$ cat src/rtl/product_accumulator.sv
// rtl/product_accumulator.sv - saturating block accumulator for 8-bit products, result out as two byte beats
module product_accumulator #(
    parameter int ACC_W = 12
) (
    input  logic       clk,
    input  logic       rst,
    input  logic       clear,
    input  logic [3:0] len,
    input  logic [7:0] prod_in,
    input  logic       prod_valid,
    output logic       prod_ready,
    output logic [7:0] res_data,
    output logic       res_valid,
    input  logic       res_ready,
    output logic       res_last,
    output logic       ovf,
    output logic       busy
);

    typedef enum logic [1:0] {
        ACCUM   = 2'd0,
        SEND_LO = 2'd1,
        SEND_HI = 2'd2
    } state_t;

    state_t           state;
    state_t           state_nxt;
    logic [ACC_W-1:0] acc;
    logic [4:0]       cnt;
    logic [4:0]       len_q;
    logic             sat;

    logic             accept;
    logic             last_prod;
    logic [4:0]       len_eff;
    logic [4:0]       cnt_inc;
    logic [ACC_W:0]   sum;
    logic [15:0]      acc_ext;

    assign accept    = (state == ACCUM) && prod_valid;
    // len is only honoured on the first product of a block; afterwards the latched copy rules
    assign len_eff   = (cnt == 5'd0) ? ((len == 4'd0) ? 5'd16 : {1'b0, len}) : len_q;
    assign cnt_inc   = cnt + 5'd1;
    assign last_prod = (cnt_inc == len_eff);
    assign sum       = {1'b0, acc} + (ACC_W + 1)'(prod_in);
    assign acc_ext   = 16'(acc);

    always_ff @(posedge clk or posedge rst) begin
        if (rst) begin
            state <= ACCUM;
        end else begin
            state <= state_nxt;
        end
    end

    always_comb begin
        state_nxt = state;
        if (clear) begin
            state_nxt = ACCUM;
        end else begin
            case (state)
                ACCUM:   if (accept && last_prod) state_nxt = SEND_LO;
                SEND_LO: if (res_ready) state_nxt = SEND_HI;
                SEND_HI: if (res_ready) state_nxt = ACCUM;
                default: state_nxt = ACCUM;
            endcase
        end
    end

    always_comb begin
        prod_ready = (state == ACCUM);
        res_valid  = (state != ACCUM);
        res_last   = (state == SEND_HI);
        ovf        = (state != ACCUM) && sat;
        busy       = (state != ACCUM) || (cnt != 5'd0);
        res_data   = 8'h00;
        case (state)
            SEND_LO: res_data = acc_ext[7:0];
            SEND_HI: res_data = acc_ext[15:8];
            default: res_data = 8'h00;
        endcase
    end

    always_ff @(posedge clk or posedge rst) begin
        if (rst) begin
            acc   <= '0;
            cnt   <= '0;
            len_q <= '0;
            sat   <= 1'b0;
        end else if (clear) begin
            acc <= '0;
            cnt <= '0;
            sat <= 1'b0;
        end else if (accept) begin
            // a carry out of the accumulator means the true sum exceeded the ceiling
            acc <= sum[ACC_W] ? '1 : sum[ACC_W-1:0];
            sat <= sat | sum[ACC_W];
            cnt <= cnt_inc;
            if (cnt == 5'd0) len_q <= len_eff;
        end else if ((state == SEND_HI) && res_ready) begin
            acc <= '0;
            cnt <= '0;
            sat <= 1'b0;
        end
    end

endmodule

$ cat config.mk
export PLATFORM = sky130hd
export DESIGN_NAME = product_accumulator
export DESIGN_NICKNAME = d
export VERILOG_FILES = /design/src/rtl/product_accumulator.sv
export SDC_FILE = /design/constraint.sdc
export NUM_CORES = 1
export LEC_CHECK = 0
export CAP_MARGIN = 20
export CORE_AREA = 5 5 66 68
export CTS_BUF_LIST = sky130_fd_sc_hd__clkbuf_4 sky130_fd_sc_hd__clkbuf_8
export DETAILED_ROUTE_END_ITERATION = 16
export DIE_AREA = 0 0 71 73
export MAX_ROUTING_LAYER = met4
export PLACE_DENSITY_LB_ADDON = 0.3
export SYNTH_ARGS = -nofsm -noshare
export SYNTH_HDL_FRONTEND = slang
export SYNTH_SLANG_ARGS = --single-unit
$ cat constraint.sdc
create_clock -name clk -period 2.9 [get_ports clk]
set_clock_uncertainty 0.2 [all_clocks]
set_input_delay 0.58 -clock clk [delete_from_list [all_inputs] [get_ports clk]]
set_output_delay 0.58 -clock clk [all_outputs]
set_load 0.05 [all_outputs]
# == Word-level counts from Yosys, hierarchy flattened ==
# Cells that the tools add are included.
# word_totals
register_bits,25
inputBits,17
output_inout_bits,13
wordCells,46
# classes
add_sub_neg,2
n_eq_ne,6
mux,18
bitwise,2
reduce_logical,13
# ops
cell,count
12-bit 2-to-1 mux,4
5-bit 2-to-1 mux,5
8-bit one-hot mux with 2 select lines,1
12-bit by 8-bit adder with 13-bit output,1
2-bit 2-to-1 mux,4
"3-bit != test, second input constant",2
2-bit one-hot mux with 3 select lines,1
3-bit AND reduction,2
"5-bit by 1-bit adder with 5-bit output, second input constant",1
5-bit equality test,1
5-bit logical NOT,1
5-bit nonzero test,1
1-bit logical AND,4
4-bit logical NOT,1
1-bit 2-to-1 mux,3
"3-bit by 2-bit != test with 1-bit output, second input constant",1
3-bit nonzero test,1
"2-bit by 1-bit equality test with 1-bit output, second input constant",1
"2-bit equality test, second input constant",1
2-bit logical NOT,1
2-bit nonzero test,1
1-bit logical OR,1
1-bit NOT,1
1-bit OR,1

# == Logic depth before layout (Yosys ltp) ==
# logic_depth
ltp_word,8
mapped_depth,10
ltp_nobuf,8

# == Worst setup path before layout ==
# No wires, ideal clock.
# synth_timing
path_type,input to register
start,input prod_in[0]
end,register acc[0]
setup_time_ns,0.126
t_arrival_ns,2.560
required_ns,2.574
slack_ns,0.013
path_stages,9
path_buffers,1
path_cell_list,ha_1 -> fa_1 -> a21oi_1 -> o21bai_1 -> a2111oi_0 -> o21bai_1 -> and2_1 -> clkbuf_1 -> a221o_1
# synth_via
elab_chain_len,4
# synth_lines
element,line,source
"start, declared",9,"input logic [7:0] prod_in,"
12-bit by 8-bit adder with 13-bit output,45,"assign sum = {1'b0, acc} + (ACC_W + 1)'(prod_in);"
12-bit 2-to-1 mux,96,acc <= sum[ACC_W] ? '1 : sum[ACC_W-1:0];
12-bit 2-to-1 mux,94,end else if (accept) begin
12-bit 2-to-1 mux,90,end else if (clear) begin
"end signal, assigned",96,
"end, declared",28,logic [ACC_W-1:0] acc;
# No other way between the ends.
# A chain may end at the register's enable or synchronous reset.

# == Worst setup path after layout ==
# layout_timing
start,register state[1]
end,output ovf
# layout_via
elab_chain_len,2
# layout_lines
element,line,source
"start, declared",26,state_t state;
"start signal, assigned",52,state <= state_nxt;
2-bit nonzero test,74,ovf = (state != ACCUM) && sat;
1-bit logical AND,74,
"end, declared",16,"output logic ovf,"
# No other way between the ends.

==> results.cfg <==
[sta]
tightest_slew_ps = 497.9
finalCriticalPeriod_ps = 2771
hold_ws_ps = 293.6
rsz0062_at_grt = false
layout_setup_ws_ps = 128.6
max_freq_mhz = 360.8
timing.final.crit_share = 0.9557
slew_violations = 0
setup_viol = 0
relSlewSlack = 0.6670
hold_viol = 0

[power]
power.leakage_nw = 1.048
p_switching_mw = 0.7106
pwr-share-seq = 0.298
ir_worst_vdd_mv = 0.3210
p_clk_frac = 0.125
switching_share = 0.4185
p_comb_frac = 0.577
p_int_mw = 0.9874
powerDensity_nw_per_um2 = 765.0

[drt]
wl_per_cell_um = 15.27
drc = 0
drtAntennaViolNets = 0
vias = 1522
routed_wl_um = 4062
drt_pass1_iterations = 4
via_per_inst = 5.722
drtIter0Drc = 35

[critical_path]
ff2ff_setup_slack_ps = 340
critPathTopFamily = buffers and inverters
reg2regPathDepth = 9
slowest_stage = clkdlybuf4s50_1
rr_endpoint = acc[10]
arrival_ps = 1990
r2r-start = acc[0]
start_kind = flop
crit_required_ps = 2120
critPathBufInv = 2
crit_fanout = 8
slowest_delay_ps = 810
end_kind = primary output
crit_type = reg -> out
worstPathCellList = inv_1 > ha_1 > nor2b_1 > clkdlybuf4s50_1

[finish]
layout.nets = 249
finalNonFillerCells = 266
diodes = 0
multi_input_area_um2 = 1094
drive_above_1_share = 0.1759
fillers = 344
final_util = 0.5843
area_growth_pct = 26.53
regArea_um2 = 625.6

[grt]
grt_use_total = 0.1746
grt_max_degree = 26
grt_first_pass_wirelength_um = 7176
grt_pass1_vias = 1555
globalRouteOverflowTotal = 0
grt_antenna_before_repair = 0

[cts]
clkTransAtPathRegs_ps = 80
cts_buffer_depth = 2
cts.sinks = 25
cts_root_buf = clkbuf_8
ctsHoldBuffers = 0
cts_tree = done
cts_buffers = 3
insertion_delay_ps = 260
htreeDepth = 1

[synthesis]
ys_seq_area_frac = 0.3566
synthFlopType = dfrtp_1
syn_nets = 210
ys_warn_count = 0
ys_ff_latch = 25
ys_top_cells_by_count = dfrtp_1, ha_1, nand2_1
synth-async-reset-ratio = 1.000
synthCells = 178
syn-cell-area_um2 = 1754
avgSynthCellArea_um2 = 9.855
ys_types = 40
yosysMostFrequentCell = dfrtp_1
yosysTopAreaCell = dfrtp_1
synth_area_leaders = dfrtp_1, ha_1, a221o_1, xnor2_1, mux2i_1
synth_top_area_frac = 0.3566
synth_enable_flop_cells = 0

[place]
dp_slack_ps = -476.0
gp_congestion = 0.8493
port_buffers = 29
numPlacedInstances = 262
dp_hpwl_um = 3170

[floorplan]
ioPinCount = 30
start_util = 0.4618
rows = 23
die_x_um = 71
dieArea_um2 = 5183
design.core.area_um2 = 3799
fp.dieH_um = 73

[worst_hold_path]
hold_path_depth = 1
hp-class = reg -> reg
worstHoldStart = sat
holdPathEnd = sat

[status]
outcome = completed

[run]
maxCapViolCount = 0
## worst max path at each step
stage / start / endpoint / slack, ps / cells past startpoint
after global placement: prod_in[0] / acc[0] / -380 / 9
final: state[1] / ovf / 130 / 4
after detailed placement: prod_in[0] / acc[7] / -480 / 9
after floorplan: prod_in[0] / acc[0] / 10 / 9
after CTS: prod_in[0] / acc[10] / 20 / 10
after global routing: state[1] / ovf / 8 / 4
## stage by stage
step                      area (um2)  total power [mW]  TNS, ps
after floorplan                 1754             1.181        0
final                           2220             1.698        0
after CTS                       2211             1.700        0
after global routing            2220             1.815        0
after detailed placement        2147             1.472    -5191
after global placement          2147             1.435    -4155
## placed cells by master, fill, tap and decap left out, types with 5 or more instances in the layout
cell type	count
nor2b_1	5
ha_1	13
a221o_1	8
o21ai_0	8
mux2_2	5
xnor2_1	8
clkdlybuf4s50_1	20
dfrtp_1	25
a21o_1	5
mux2i_1	6
nor2_1	7
a21oi_1	5
xor2_1	6
nand2_1	13
inv_1	9
buf_4	19
## sequential cells by signal (all words and copies together), names as in the netlist
name,cells
cnt,5
state,2
len_q,5
sat,1
acc,12
## metal layers
| metal | vias to the layer above | global-route usage | share of wire |
|---|---|---|---|
| met1 | 746 | 0.2168 | 0.44 |
| met4 | 0 | 0.05219 | 0.016 |
| met2 | 38 | 0.2935 | 0.50 |
| li1 | 732 | - | - |
| met3 | 6 | 0.02893 | 0.045 |
| met5 | - | - | 0 |
## area by class of cell
cell class,count,share of cell area
clock buffers,4,0.02198
inverters,9,0.01522
multi-input cells,138,0.4927
well taps,50,0.02818
repair buffers,40,0.1601
flip-flops and latches,25,0.2818
## power by group through the flow
stage	clock network (mW)	registers, mW	logic (mW)
2_1_floorplan	0	0.487	0.693
3_3_place_gp	0	0.507	0.928
3_5_place_dp	0	0.510	0.962
4_1_cts	0.216	0.506	0.978
5_1_grt	0.233	0.519	1.06
6_report	0.212	0.507	0.980
## timing repair
item	CTS	global route
buffers inserted	0	0
pin swaps	0	7
gates resized for setup	6	3
setup endpoints to repair	12	11
cloned	0	0
## cell families (layout without fill, tap and decap cells)
logic type / count (synthesis) / after routing / share of synthesized area
AO/OA/AOI/OAI: 52 / 52 / 0.2197
buffers and inverters: 15 / 53 / 0.03209
XOR/XNOR: 14 / 14 / 0.06990
adder cells (fa/ha/maj): 15 / 15 / 0.1113
multiplexers: 11 / 11 / 0.06633
flip-flops: 25 / 25 / 0.3566
AND/OR/NAND/NOR: 46 / 46 / 0.1441
Note: power is estimated with default switching activity, not from simulation.
